==> src/rtl/cr_fifo_pkg.sv <==
// Shared FIFO helpers: count-width derivation and pointer increment with wrap.
// Used by cr_fifo_wrap3 and later FIFO variants.
package cr_fifo_pkg;

  // Width needed to hold every value 0..depth inclusive.
  function automatic int cnt_w(input int depth);
    return $clog2(depth + 1);
  endfunction

  // Next pointer value; wraps from depth-1 back to 0 so non-power-of-two depths work.
  function automatic int unsigned ptr_inc(input int unsigned ptr, input int unsigned depth);
    return (ptr == depth - 1) ? 0 : ptr + 1;
  endfunction

endpackage

==> src/rtl/cr_fifo_wrap3_mem.sv <==
// DEPTH x DATA_W flop array for cr_fifo_wrap3: one write port, asynchronous read.
// The array resets to zero so rdata is X-free from reset onward.
module cr_fifo_wrap3_mem #(
  parameter int DATA_W = 83,
  parameter int DEPTH  = 16,
  parameter int PTR_W  = 4
) (
  input  logic              clk,
  input  logic              rst_n,
  input  logic              we,
  input  logic [PTR_W-1:0]  waddr,
  input  logic [DATA_W-1:0] wdata,
  input  logic [PTR_W-1:0]  raddr,
  output logic [DATA_W-1:0] rdata
);

  logic [DATA_W-1:0] mem [DEPTH];

  always_ff @(posedge clk or negedge rst_n) begin
    if (!rst_n) begin
      for (int i = 0; i < DEPTH; i++) begin
        mem[i] <= '0;
      end
    end else if (we) begin
      mem[waddr] <= wdata;
    end
  end

  assign rdata = mem[raddr];

endmodule

==> src/rtl/cr_fifo_wrap3.sv <==
// Parametrised single-clock FIFO with programmable almost-full/empty, sync clear,
// overflow/underflow pulses. The high-water-mark port exists only with CR_FIFO_HWM_EN.
module cr_fifo_wrap3
  import cr_fifo_pkg::*;
#(
  parameter  int DATA_W = 83,
  parameter  int DEPTH  = 16,
  localparam int CNT_W  = cnt_w(DEPTH)
) (
  input  logic              clk,
  input  logic              rst_n,
  input  logic              clear,
  input  logic              wen,
  input  logic [DATA_W-1:0] wdata,
  input  logic              ren,
  output logic [DATA_W-1:0] rdata,
  output logic              full,
  output logic              empty,
  output logic              afull,
  output logic              aempty,
  input  logic [CNT_W-1:0]  afull_th,
  input  logic [CNT_W-1:0]  aempty_th,
  output logic [CNT_W-1:0]  used_slots,
  output logic [CNT_W-1:0]  free_slots,
  output logic              overflow,
  output logic              underflow
`ifdef CR_FIFO_HWM_EN
  ,
  output logic [CNT_W-1:0]  hwm
`endif
);

  localparam int PTR_W = (DEPTH > 1) ? $clog2(DEPTH) : 1;
  localparam logic [CNT_W-1:0] DEPTH_C = CNT_W'(DEPTH);

  logic [PTR_W-1:0] wr_ptr;
  logic [PTR_W-1:0] rd_ptr;
  logic             wr_acc;
  logic             rd_acc;
  logic [CNT_W-1:0] used_next;
  logic [PTR_W-1:0] wr_ptr_inc;
  logic [PTR_W-1:0] rd_ptr_inc;

  // Acceptance is judged on the registered flags, so a write at full is dropped
  // even when a read frees a slot in the same cycle, and there is no empty bypass.
  always_comb begin
    wr_acc     = wen && !full;
    rd_acc     = ren && !empty;
    used_next  = used_slots + CNT_W'(wr_acc) - CNT_W'(rd_acc);
    wr_ptr_inc = PTR_W'(ptr_inc(int'(wr_ptr), DEPTH));
    rd_ptr_inc = PTR_W'(ptr_inc(int'(rd_ptr), DEPTH));
  end

  cr_fifo_wrap3_mem #(
    .DATA_W (DATA_W),
    .DEPTH  (DEPTH),
    .PTR_W  (PTR_W)
  ) u_mem (
    .clk   (clk),
    .rst_n (rst_n),
    .we    (wr_acc && !clear),
    .waddr (wr_ptr),
    .wdata (wdata),
    .raddr (rd_ptr),
    .rdata (rdata)
  );

  always_ff @(posedge clk or negedge rst_n) begin
    if (!rst_n) begin
      wr_ptr     <= '0;
      rd_ptr     <= '0;
      used_slots <= '0;
      free_slots <= DEPTH_C;
      full       <= 1'b0;
      empty      <= 1'b1;
      afull      <= 1'b0;
      aempty     <= 1'b1;
      overflow   <= 1'b0;
      underflow  <= 1'b0;
    end else if (clear) begin
      wr_ptr     <= '0;
      rd_ptr     <= '0;
      used_slots <= '0;
      free_slots <= DEPTH_C;
      full       <= 1'b0;
      empty      <= 1'b1;
      afull      <= 1'b0;
      aempty     <= 1'b1;
      overflow   <= 1'b0;
      underflow  <= 1'b0;
    end else begin
      if (wr_acc) begin
        wr_ptr <= wr_ptr_inc;
      end
      if (rd_acc) begin
        rd_ptr <= rd_ptr_inc;
      end
      used_slots <= used_next;
      free_slots <= DEPTH_C - used_next;
      full       <= (used_next == DEPTH_C);
      empty      <= (used_next == '0);
      afull      <= (used_next >= afull_th);
      aempty     <= (used_next <= aempty_th);
      overflow   <= wen && full;
      underflow  <= ren && empty;
    end
  end

`ifdef CR_FIFO_HWM_EN
  always_ff @(posedge clk or negedge rst_n) begin
    if (!rst_n) begin
      hwm <= '0;
    end else if (clear) begin
      hwm <= '0;
    end else if (used_next > hwm) begin
      hwm <= used_next;
    end
  end
`endif

endmodule

==> config.mk <==
export PLATFORM = sky130hd
export DESIGN_NAME = cr_fifo_wrap3
export DESIGN_NICKNAME = d
export VERILOG_FILES = /design/src/rtl/cr_fifo_pkg.sv /design/src/rtl/cr_fifo_wrap3_mem.sv /design/src/rtl/cr_fifo_wrap3.sv
export SDC_FILE = /design/constraint.sdc
export NUM_CORES = 2
export LEC_CHECK = 0
export CORE_MARGIN = 5
export CORE_UTILIZATION = 50
export CTS_CLUSTER_SIZE = 24
export DETAILED_ROUTE_END_ITERATION = 16
export HOLD_SLACK_MARGIN = 0.06
export PLACE_DENSITY = 0.67
export SLEW_MARGIN = 10
export SYNTH_ARGS = -nofsm -noshare
export SYNTH_HDL_FRONTEND = slang
export SYNTH_SLANG_ARGS = --single-unit
==> constraint.sdc <==
create_clock -name clk -period 6.4 [get_ports clk]
set_input_delay 0.64 -clock clk [delete_from_list [all_inputs] [get_ports clk]]
set_output_delay 0.64 -clock clk [all_outputs]
set_load 0.05 [all_outputs]
==> results.json <==
{
  "reg2reg_depth": 15,
  "finalHoldViolCount": 0,
  "first_pass_iters": 4,
  "clock_path_buffers": 3,
  "maxCapViolations": 0,
  "ys_seq_elements": 1351,
  "synth-xor-area-share": 0.00146,
  "path_class": "register to output pin",
  "ant_nets": 0,
  "cts_tree": "yes",
  "grt_max_degree": 179,
  "crit_family": "buffers and inverters",
  "crit_cells": 4,
  "crit_end": "rdata[63]",
  "worstPathMaxFanout": 75,
  "drt-vias-per-instance": 5.97,
  "die_w_um": 359,
  "tightest_slew_ns": 1.11,
  "ys.flop_type": "dfrtp_1",
  "yosys.area_share.simple": 0.00614,
  "ir_drop_v": 0.000332,
  "finalCritPeriodShare": 0.717,
  "rsz0062_at_grt": "false",
  "syn2layout_area_growth_pct": 13.4,
  "numCtsBuffers": 148,
  "drv_slew": 0,
  "setup_tns_ns": 0,
  "critPathMaxStageDelay_ns": 0.76,
  "async_reset_ff_frac": 1.00,
  "holdCritPathClass": "register to register",
  "die_h_um": 359,
  "post_cts_resized": 0,
  "synth_area_sq_um": 60800,
  "synth-edff-count": 0,
  "yosys.area.top_type": "dfrtp_1",
  "layout.nets": 3770,
  "r2r_slack_ns": 2.89,
  "dr_total_vias": 32146,
  "synth_fp_nets": 3689,
  "min_period_ns": 4.59,
  "crit_required_ns": 5.76,
  "yosysSeqAreaShare": 0.557,
  "startpoint": "rd_ptr[0]",
  "crit_top_cell": "mux4_2",
  "grt_pass1_wl_um": 222000,
  "synthTopCellsByArea": "dfrtp_1, mux2_2, mux4_2",
  "setup_viol": 0,
  "nFillCells": 9463,
  "wire_per_inst_um": 26.4,
  "synth_top_family_by_area": "multiplexers",
  "grt_pass1_vias": 34874,
  "cp_slowest_cell": "clkdlybuf4s50_1",
  "pre_cts_ws_ns": 2.13,
  "r2r-start": "empty",
  "htree_num_levels": 4,
  "crit_buf_inv": 2,
  "status": "finished, final reports clean",
  "netlist-cell-type-count": 44,
  "r2r-end": "aempty",
  "setup_ws_ns": 1.81,
  "syn_avg_cell_area_sq_um": 17.0,
  "routabilityCongestion": 0.730,
  "clkTransAtPathRegs_ns": 0.06,
  "arrival_ns": 3.95,
  "synthMuxAreaShare": 0.400,
  "wirelength_um": 142000,
  "endpoint_kind": "output pin",
  "postLayoutCoreUtil": 0.573,
  "initial_core_util": 0.505,
  "root_buffer": "clkbuf_16",
  "drc": 0,
  "synth_compound_area_frac": 0.00245,
  "drt_iter0_markers": 1992,
  "yosysTopAreaCellShare": 0.555,
  "ios": 197,
  "synth_cells": 3569,
  "start_kind": "register",
  "rows": 127,
  "track_usage": 0.227,
  "io_buffers": 196,
  "synth_fa_ha_area_frac": 0.00465,
  "skew_ns": 0.0296,
  "max_freq_ghz": 0.218,
  "cts_sinks": 1351,
  "fp.dieArea_sq_um": 129000,
  "power.total_mw": 24.3,
  "yosysWarnings": 0,
  "core-area_sq_um": 120000,
  "power.density_nw_per_um2": 353,
  "post-dp-hpwl_um": 76900,
  "grt_overflow": 0,
  "clk_latency_ns": 0.76,
  "drive_gt1_frac": 0.549,
  "path_cells": "buf_12, mux4_2, mux4_2, clkdlybuf4s50_1",
  "grt_antenna_before_repair": 14,
  "cellLeakagePower_nw": 32.5,
  "relSlewSlack": 0.259
}
[cell usage after synthesis, types with 2 or more instances]
library cell	count
nor3b_1	2
nor3_1	2
inv_1	22
nor2_1	11
or2_2	3
a21oi_1	10
buf_6	34
dfrtp_1	1348
nand3_1	2
mux2_2	1328
ha_1	21
o211ai_1	2
mux2i_1	2
buf_1	10
o21ai_0	4
and3_1	4
nor2b_1	8
nor4b_2	2
dfstp_2	3
nand2_1	26
xnor3_1	2
buf_2	125
clkbuf_1	157
a31oi_1	2
xor2_1	4
nand4_1	3
mux4_2	415
[per-stage QoR]
step,hold slack (ns),cells,cell area [sq um]
floorplan,0.344,3569,60800
global placement,0.482,5111,63900
detailed placement,0.487,5111,63900
CTS,0.468,5379,68900
global route,0.504,5381,68900
finish,0.497,5386,68900
[routing by layer]
metal / vias to the layer above / wire (um) / GRT usage
met4: 12 / 2560 / 0.0512
met2: 489 / 67700 / 0.359
met5: - / 72 / 0
met3: 188 / 5220 / 0.0361
met1: 17883 / 66500 / 0.338
li1: 13574 / - / -
[worst register-to-register path, stage by stage, from the launching register on]
cell	delay (ns)
dfstp_2	0.37
nor2b_1	0.38
ha_1	0.31
inv_1	0.06
ha_1	0.15
inv_1	0.06
fa_1	0.42
nor2b_1	0.12
o21ai_0	0.10
a21oi_1	0.24
nor2b_1	0.13
ha_1	0.35
and4b_1	0.24
o31ai_1	0.08
o311ai_0	0.29
o211ai_1	0.14
[power breakdown]
part / leakage [nW] / internal, mW / switching [mW] / total (mW)
Combinational: 11.7 / 2.66 / 3.01 / 5.67
Sequential: 18.4 / 9.62 / 0.524 / 10.1
Clock: 2.44 / 5.05 / 3.46 / 8.51
[sequential cells by signal, summed over array words and instances (netlist names)]
register and flops:
afull 1, overflow 1, underflow 1, used_slots 4, u_mem.mem 1328, full 1
free_slots 5, wr_ptr 4, empty 1, rd_ptr 4, aempty 1
[worst min-delay path by stage]
stage / depth (start not counted) / slack [ns] / start / to
after floorplan: 0 / 0.34 / rst_n / afull
after global placement: 1 / 0.48 / u_mem.mem[88] / u_mem.mem[88]
after detailed placement: 1 / 0.49 / u_mem.mem[829] / u_mem.mem[829]
after CTS: 2 / 0.47 / ren / underflow
after global routing: 1 / 0.50 / u_mem.mem[161] / u_mem.mem[161]
final: 1 / 0.50 / u_mem.mem[829] / u_mem.mem[829]
[timing repair]
item,CTS,global route
hold buffers,1,0
endpoints found under the setup margin,0,0
setup buffers,0,0
endpoints found under the hold margin,113,0
[layout by cell type, fill, tap and decap left out, types with 4 or more instances in the layout]
cell type	netlist	routed
dfrtp_4	0	4
buf_12	0	17
xor2_1	4	4
mux4_2	415	415
nand2_1	26	10
buf_4	1	44
o21ai_0	4	4
nand2_4	0	16
inv_6	0	4
clkbuf_16	0	151
mux2_2	1328	1328
clkbuf_8	0	43
inv_1	22	22
clkdlybuf4s50_1	0	195
bufinv_16	0	5
and3_1	4	4
diode_2	0	7
dfrtp_1	1348	1344
clkinv_8	0	4
nor2b_1	8	8
clkbuf_1	157	34
a21oi_1	10	10
clkinv_2	0	22
ha_1	21	21
nor2_1	11	11
[cell families after synthesis]
logic type / Yosys count
buffers and inverters: 350
adder cells (fa/ha/maj): 22
XOR/XNOR: 7
flip-flops: 1351
AND/OR/NAND/NOR: 70
AO/OA/AOI/OAI: 24
multiplexers: 1745
[layout make-up]
| cell class | instances | area [sq um] | area share |
|---|---|---|---|
| Clock inverter | 39 | 435 | 0.00632 |
| Antenna cell | 7 | 17.5 | 0.000254 |
| Clock buffer | 228 | 4500 | 0.0653 |
| Multi-Input combinational cell | 1868 | 25300 | 0.368 |
| Inverter | 23 | 86.3 | 0.00125 |
| Timing Repair Buffer | 258 | 2660 | 0.0386 |
| Tap cell | 1612 | 2020 | 0.0293 |
| Sequential cell | 1351 | 33800 | 0.491 |
(Power assumes the default switching activity.)
